File: config.mk
export PLATFORM = sky130hd
export DESIGN_NAME = counter_bank_mod
export DESIGN_NICKNAME = d
export VERILOG_FILES = /design/src/rtl/counter_bank_mod.sv
export SDC_FILE = /design/constraint.sdc
export NUM_CORES = 1
export LEC_CHECK = 0
export ABC_AREA = 1
export CAP_MARGIN = 15
export CORE_ASPECT_RATIO = 0.7
export CORE_UTILIZATION = 46
export CTS_CLUSTER_DIAMETER = 50
export DETAILED_ROUTE_END_ITERATION = 8
export PLACE_DENSITY = 0.8
export SYNTH_ARGS = -nofsm -noshare
export SYNTH_HDL_FRONTEND = slang
export SYNTH_SLANG_ARGS = --single-unit
File: constraint.sdc
create_clock -name clk -period 1.9 [get_ports clk]
set_input_delay 0.475 -clock clk [delete_from_list [all_inputs] [get_ports clk]]
set_output_delay 0.475 -clock clk [all_outputs]
set_load 0.02 [all_outputs]
File: src/rtl/counter_bank_mod.sv
// Bank of CH independent W-bit up/down counters with load, clear, programmable
// terminal value, wrap/saturate behaviour and an optional cascade enable chain.

module counter_lane #(
    parameter int W        = 4,
    parameter int SATURATE = 0
) (
    input  logic         clk,
    input  logic         clr_n,
    input  logic         en,
    input  logic         up_dn,
    input  logic         sclr,
    input  logic         load,
    input  logic [W-1:0] load_val,
    input  logic [W-1:0] tc_val,
    output logic [W-1:0] q,
    output logic         at,
    output logic         wrap
);
    localparam logic [W-1:0] ONE = W'(1);

    // Boundary depends only on state and direction, so the cascade enable never loops back.
    assign at = up_dn ? (q == tc_val) : (q == '0);

    always_ff @(posedge clk or negedge clr_n) begin
        if (!clr_n) begin
            q    <= '0;
            wrap <= 1'b0;
        end else begin
            wrap <= 1'b0;
            if (sclr) begin
                q <= '0;
            end else if (load) begin
                q <= load_val;
            end else if (en && !at) begin
                q <= up_dn ? q + ONE : q - ONE;
            end else if (en && at && (SATURATE == 0)) begin
                q    <= up_dn ? '0 : tc_val;
                wrap <= 1'b1;
            end
        end
    end
endmodule

module counter_bank_mod #(
    parameter int W        = 4,
    parameter int CH       = 2,
    parameter int SATURATE = 0,
    parameter int CASCADE  = 0
) (
    input  logic            clk,
    input  logic            clr_n,
    input  logic [CH-1:0]   count_en,
    input  logic [CH-1:0]   up_dn,
    input  logic [CH-1:0]   sclr,
    input  logic [CH-1:0]   load,
    input  logic [CH*W-1:0] load_val,
    input  logic [CH*W-1:0] tc_val,
    output logic [CH*W-1:0] q,
    output logic [CH-1:0]   tc,
    output logic [CH-1:0]   wrap
);
    logic [CH-1:0] at;
    logic [CH-1:0] en;

    // Ripple the enable through a local carry so the whole chain settles in one cycle.
    always_comb begin
        logic carry;
        carry = 1'b1;
        en    = '0;
        tc    = '0;
        for (int i = 0; i < CH; i++) begin
            en[i] = count_en[i] & ((CASCADE == 0 || i == 0) ? 1'b1 : carry);
            tc[i] = en[i] & at[i];
            carry = tc[i];
        end
    end

    counter_lane #(.W(W), .SATURATE(SATURATE)) u_lane [CH-1:0] (
        .clk      (clk),
        .clr_n    (clr_n),
        .en       (en),
        .up_dn    (up_dn),
        .sclr     (sclr),
        .load     (load),
        .load_val (load_val),
        .tc_val   (tc_val),
        .q        (q),
        .at       (at),
        .wrap     (wrap)
    );
endmodule

==> parameters.txt <==
Parameter                              Value

Run status
  Result of the run    finished, final reports clean

Floorplanning
  Cell row count    14
  Core region area    0.00224 mm²
  Die span in y    about 44 µm
  Number of top-level design ports    38
  Width of the die    61.4 µm
  Initial Util    about half
  DIE AREA    0.00268 mm²

Cells and area
  Fraction of final layout cells sized beyond drive strength 1    around a third
  Diode count    0
  Count of placed standard cells in the final layout, fillers left out    286
  Final net count    287
  Filler cell count    about 140
  Area growth from synthesis to layout    68.1%
  Final non-filler cell area    about 0.0019 mm²
  Post-layout util    85.2%

Placed design
  Post-detailed-placement half-perimeter wirelength    between 3 and 4 mm
  Number of buffer cells added on primary ports    37
  Placed standard-cell area    0.00179 mm²
  Final GP Congestion    0.906
  Total placed cells including tap cells    280

STA
  Remaining max-slew budget at the tightest pin    68.1%
  Count of final setup violators    0
  Shortest period the worst path allows    roughly 1.9 ns
  RSZ-0062 raised after global routing    yes
  Max Clk Rate    0.528 GHz
  Worst Clk Skew    0.000691 ns
  Final-report hold violation count    0
  Final Hold Slack    0.514 ns
  Worst-margin pin slew    0.478 ns
  Share of the cycle needed by the critical path after routing    99.8%
  Final-report max-slew violation count    0
  Summed negative setup slack over all endpoints    0 ns

Global routing
  First-pass GRT wire length    6.24 mm
  Via count of the first global-routing pass    1329
  Total gr overflow    0
  Global Route Usage Sum    approximately 33%
  Maximum number of pins on one net before global-route repair    11
  Number of antenna violations at the first check in global routing    0

Power and ir drop
  Total power divided by cell area    520 mW/mm²
  Worst IR drop on VDD    0.341 mV
  Leakage power    1.04 nW

Flow run
  Max Cap Viol    0

Synthesis
  Proportion of synthesized flip-flops having asynchronous set or reset    100%
  Post-synthesis instance total    178
  Cell types with the largest area share after synthesis    dfrtp_1 22%, nand2_1 21%, nor2_1 8.3%
  Share of the synthesized area in the top cell type    22.0%
  Number of flops mapped to enable cells by yosys    0
  Synth Cell Area    0.00114 mm²
  Post-synth top flop    dfrtp_1
  Avg Synthesized Cell Area    roughly 6.4 µm²
  Fraction of the yosys area taken by sequential cells    22.0%
  FF+latch count, synth    10
  Count of distinct cell types in the synthesized netlist    22
  Total of warnings raised by yosys    0
  Yosys top cell by area    dfrtp_1
  Nets in the synthesized netlist    210

Routing
  Total iterations of the first detailed-routing run    4
  Number of vias after detailed routing    1503
  Wire per inst    ~14 µm
  Antenna violation net count after detailed routing    0
  Total DRC errors in the routed layout    0
  Number of DRC violations after detailed-routing iteration 0    approximately 130
  Detailed-route wire length    between 4 and 5 mm
  Average vias per placed instance    5.26

Clock tree
  Root Buffer Master    clkbuf_4
  Clock tree from TritonCTS    built
  Clock Pin Slew Worst Setup and Hold Paths    0.08 ns
  # clock sinks    10
  H-tree levels    1
  Clock buffer count from CTS    3
  Worst skew pair latency    0.28 ns
  Largest buffer count on any clock path    2

Worst setup path
  Startpoint kind of the worst setup timing path    register
  Category of the worst setup path capture point    primary output
  Arrival time of data at the critical path endpoint    1.42 ns
  Cell with the biggest individual delay on the critical path    dfrtp_2
  Worst Path Class, Setup    reg -> out
  Largest stage delay, worst path    0.46 ns
  Buf/Inv on CP    2
  WP data required    1.42 ns
  Largest delay contributor family on the critical path    simple AND/OR/NAND/NOR gates
  Cell Chain, Critical Path    nand2_1 -> nand2_1 -> nor2_2 -> nand3_4 -> nand2_4 -> nand2_4 -> inv_2 -> buf_6
  CP Max Fanout    5

Worst hold path
  Worst hold path type    in -> async
-- worst register-to-register path: cells and delay by family (launching register included) --
kind          cells  cell delay [ns]
fa+ha+maj         1             0.51
buf+inv           4             0.35
simple gates      4             0.34
flops             1             0.42
-- cell usage in the layout (no fill, tap or decap) --
master	Yosys	layout
nand3_2	2	2
nor3_4	0	1
fa_1	2	1
nor3_2	4	5
clkinv_1	1	1
nand3_4	4	4
dlygate4sd2_1	0	9
nand3_1	10	10
clkdlybuf4s15_1	0	1
clkbuf_2	0	1
buf_6	0	2
inv_2	6	9
nand2_4	0	2
xnor2_2	0	2
nor2_1	25	24
dlymetal6s2s_1	0	3
nor2_2	2	3
dfrtp_1	10	5
clkbuf_8	0	1
a21oi_2	0	2
fa_2	0	1
xor2_1	2	2
clkdlybuf4s50_1	0	21
or2_1	2	2
clkbuf_4	0	3
nand2_2	5	7
inv_1	17	14
nand2_1	65	61
dfrtp_2	0	5
buf_4	2	37
nor2_4	1	1
ha_1	4	4
nand4_1	8	8
-- registers in the layout (all words and copies together), names as in the netlist --
| register | count |
|---|---|
| u_lane.q | 8 |
| u_lane.wrap | 2 |
-- layout make-up --
class	count	area (µm²)	area share, %
Clock buffer	4	36.3	1.90
Inverter	24	90.1	4.72
Multi-Input combinational cell	142	845	44.2
Sequential cell	10	256	13.4
Tap cell	32	40.0	2.10
Timing Repair Buffer	74	642	33.6
-- path summary, 6_finish.rpt --
check / startpoint / endpoint / slack [ns] / depth (start not counted)
max: u_lane[0].q[0] / tc[0] / 0.005 / 8
min: clr_n / u_lane[1].q[3] / 0.51 / 1
max reg2reg: u_lane[1].q[1] / u_lane[1].q[1] / 0.18 / 9
min reg2reg: u_lane[1].q[0] / u_lane[1].q[0] / 0.63 / 2
max in group asynchronous: clr_n / u_lane[0].q[2] / 1.03 / 1
min in group clk: u_lane[1].q[0] / u_lane[1].q[0] / 0.63 / 2
-- Yosys cell counts, types with 4 or more instances --
library cell   n
dfrtp_1       10
inv_2          6
ha_1           4
nand3_4        4
nor3_2         4
nand4_1        8
nand2_2        5
nand2_1       65
inv_1         17
nor2_1        25
nand3_1       10
-- power by group --
group / leakage (nW) / internal (W) / switching, W / total [W]
Combinational: 0.897 / 0.000250 / 0.000273 / 0.000523
Clock: 0.0210 / 0.000117 / 0.0000909 / 0.000208
Sequential: 0.124 / 0.000232 / 0.0000299 / 0.000262
Total: 1.04 / 0.000599 / 0.000394 / 0.000993
-- cells by family after synthesis --
family | after synthesis | share of synthesized area [%]
DFF | 10 | 22.0
buffers and inverters | 26 | 9.25
xor gates and xnor gates | 4 | 3.08
AOI/OAI and AO/OA | 2 | 0.881
and+or+nand+nor | 130 | 56.8
adders and majority gates | 6 | 7.93
-- timing repair --
item / in CTS / in global routing
buffers inserted: 0 / 2
gates resized for setup: 33 / 19
cloned: 0 / 0
endpoints found under the setup margin: 8 / 8
hold buffers: 0 / 0
pin swaps: 8 / 6
-- per-layer routing --
layer  vias up  part of all wire (%)  GRT usage (%)
li1        711                     -              -
met1       691                    44           49.8
met2        90                    44           47.2
met3        11                   9.8           10.1
met4         0                   1.3           6.22
met5         -                     0              0
-- through the flow --
stage               power, W  setup WS, ns
CTS                 0.000962       -0.0278
finish              0.000993       0.00450
floorplan           0.000494         0.195
detailed placement  0.000748        -0.747
global placement    0.000729        -0.708
global route         0.00105       -0.0540
No activity file was read; power rests on OpenSTA's default activity.
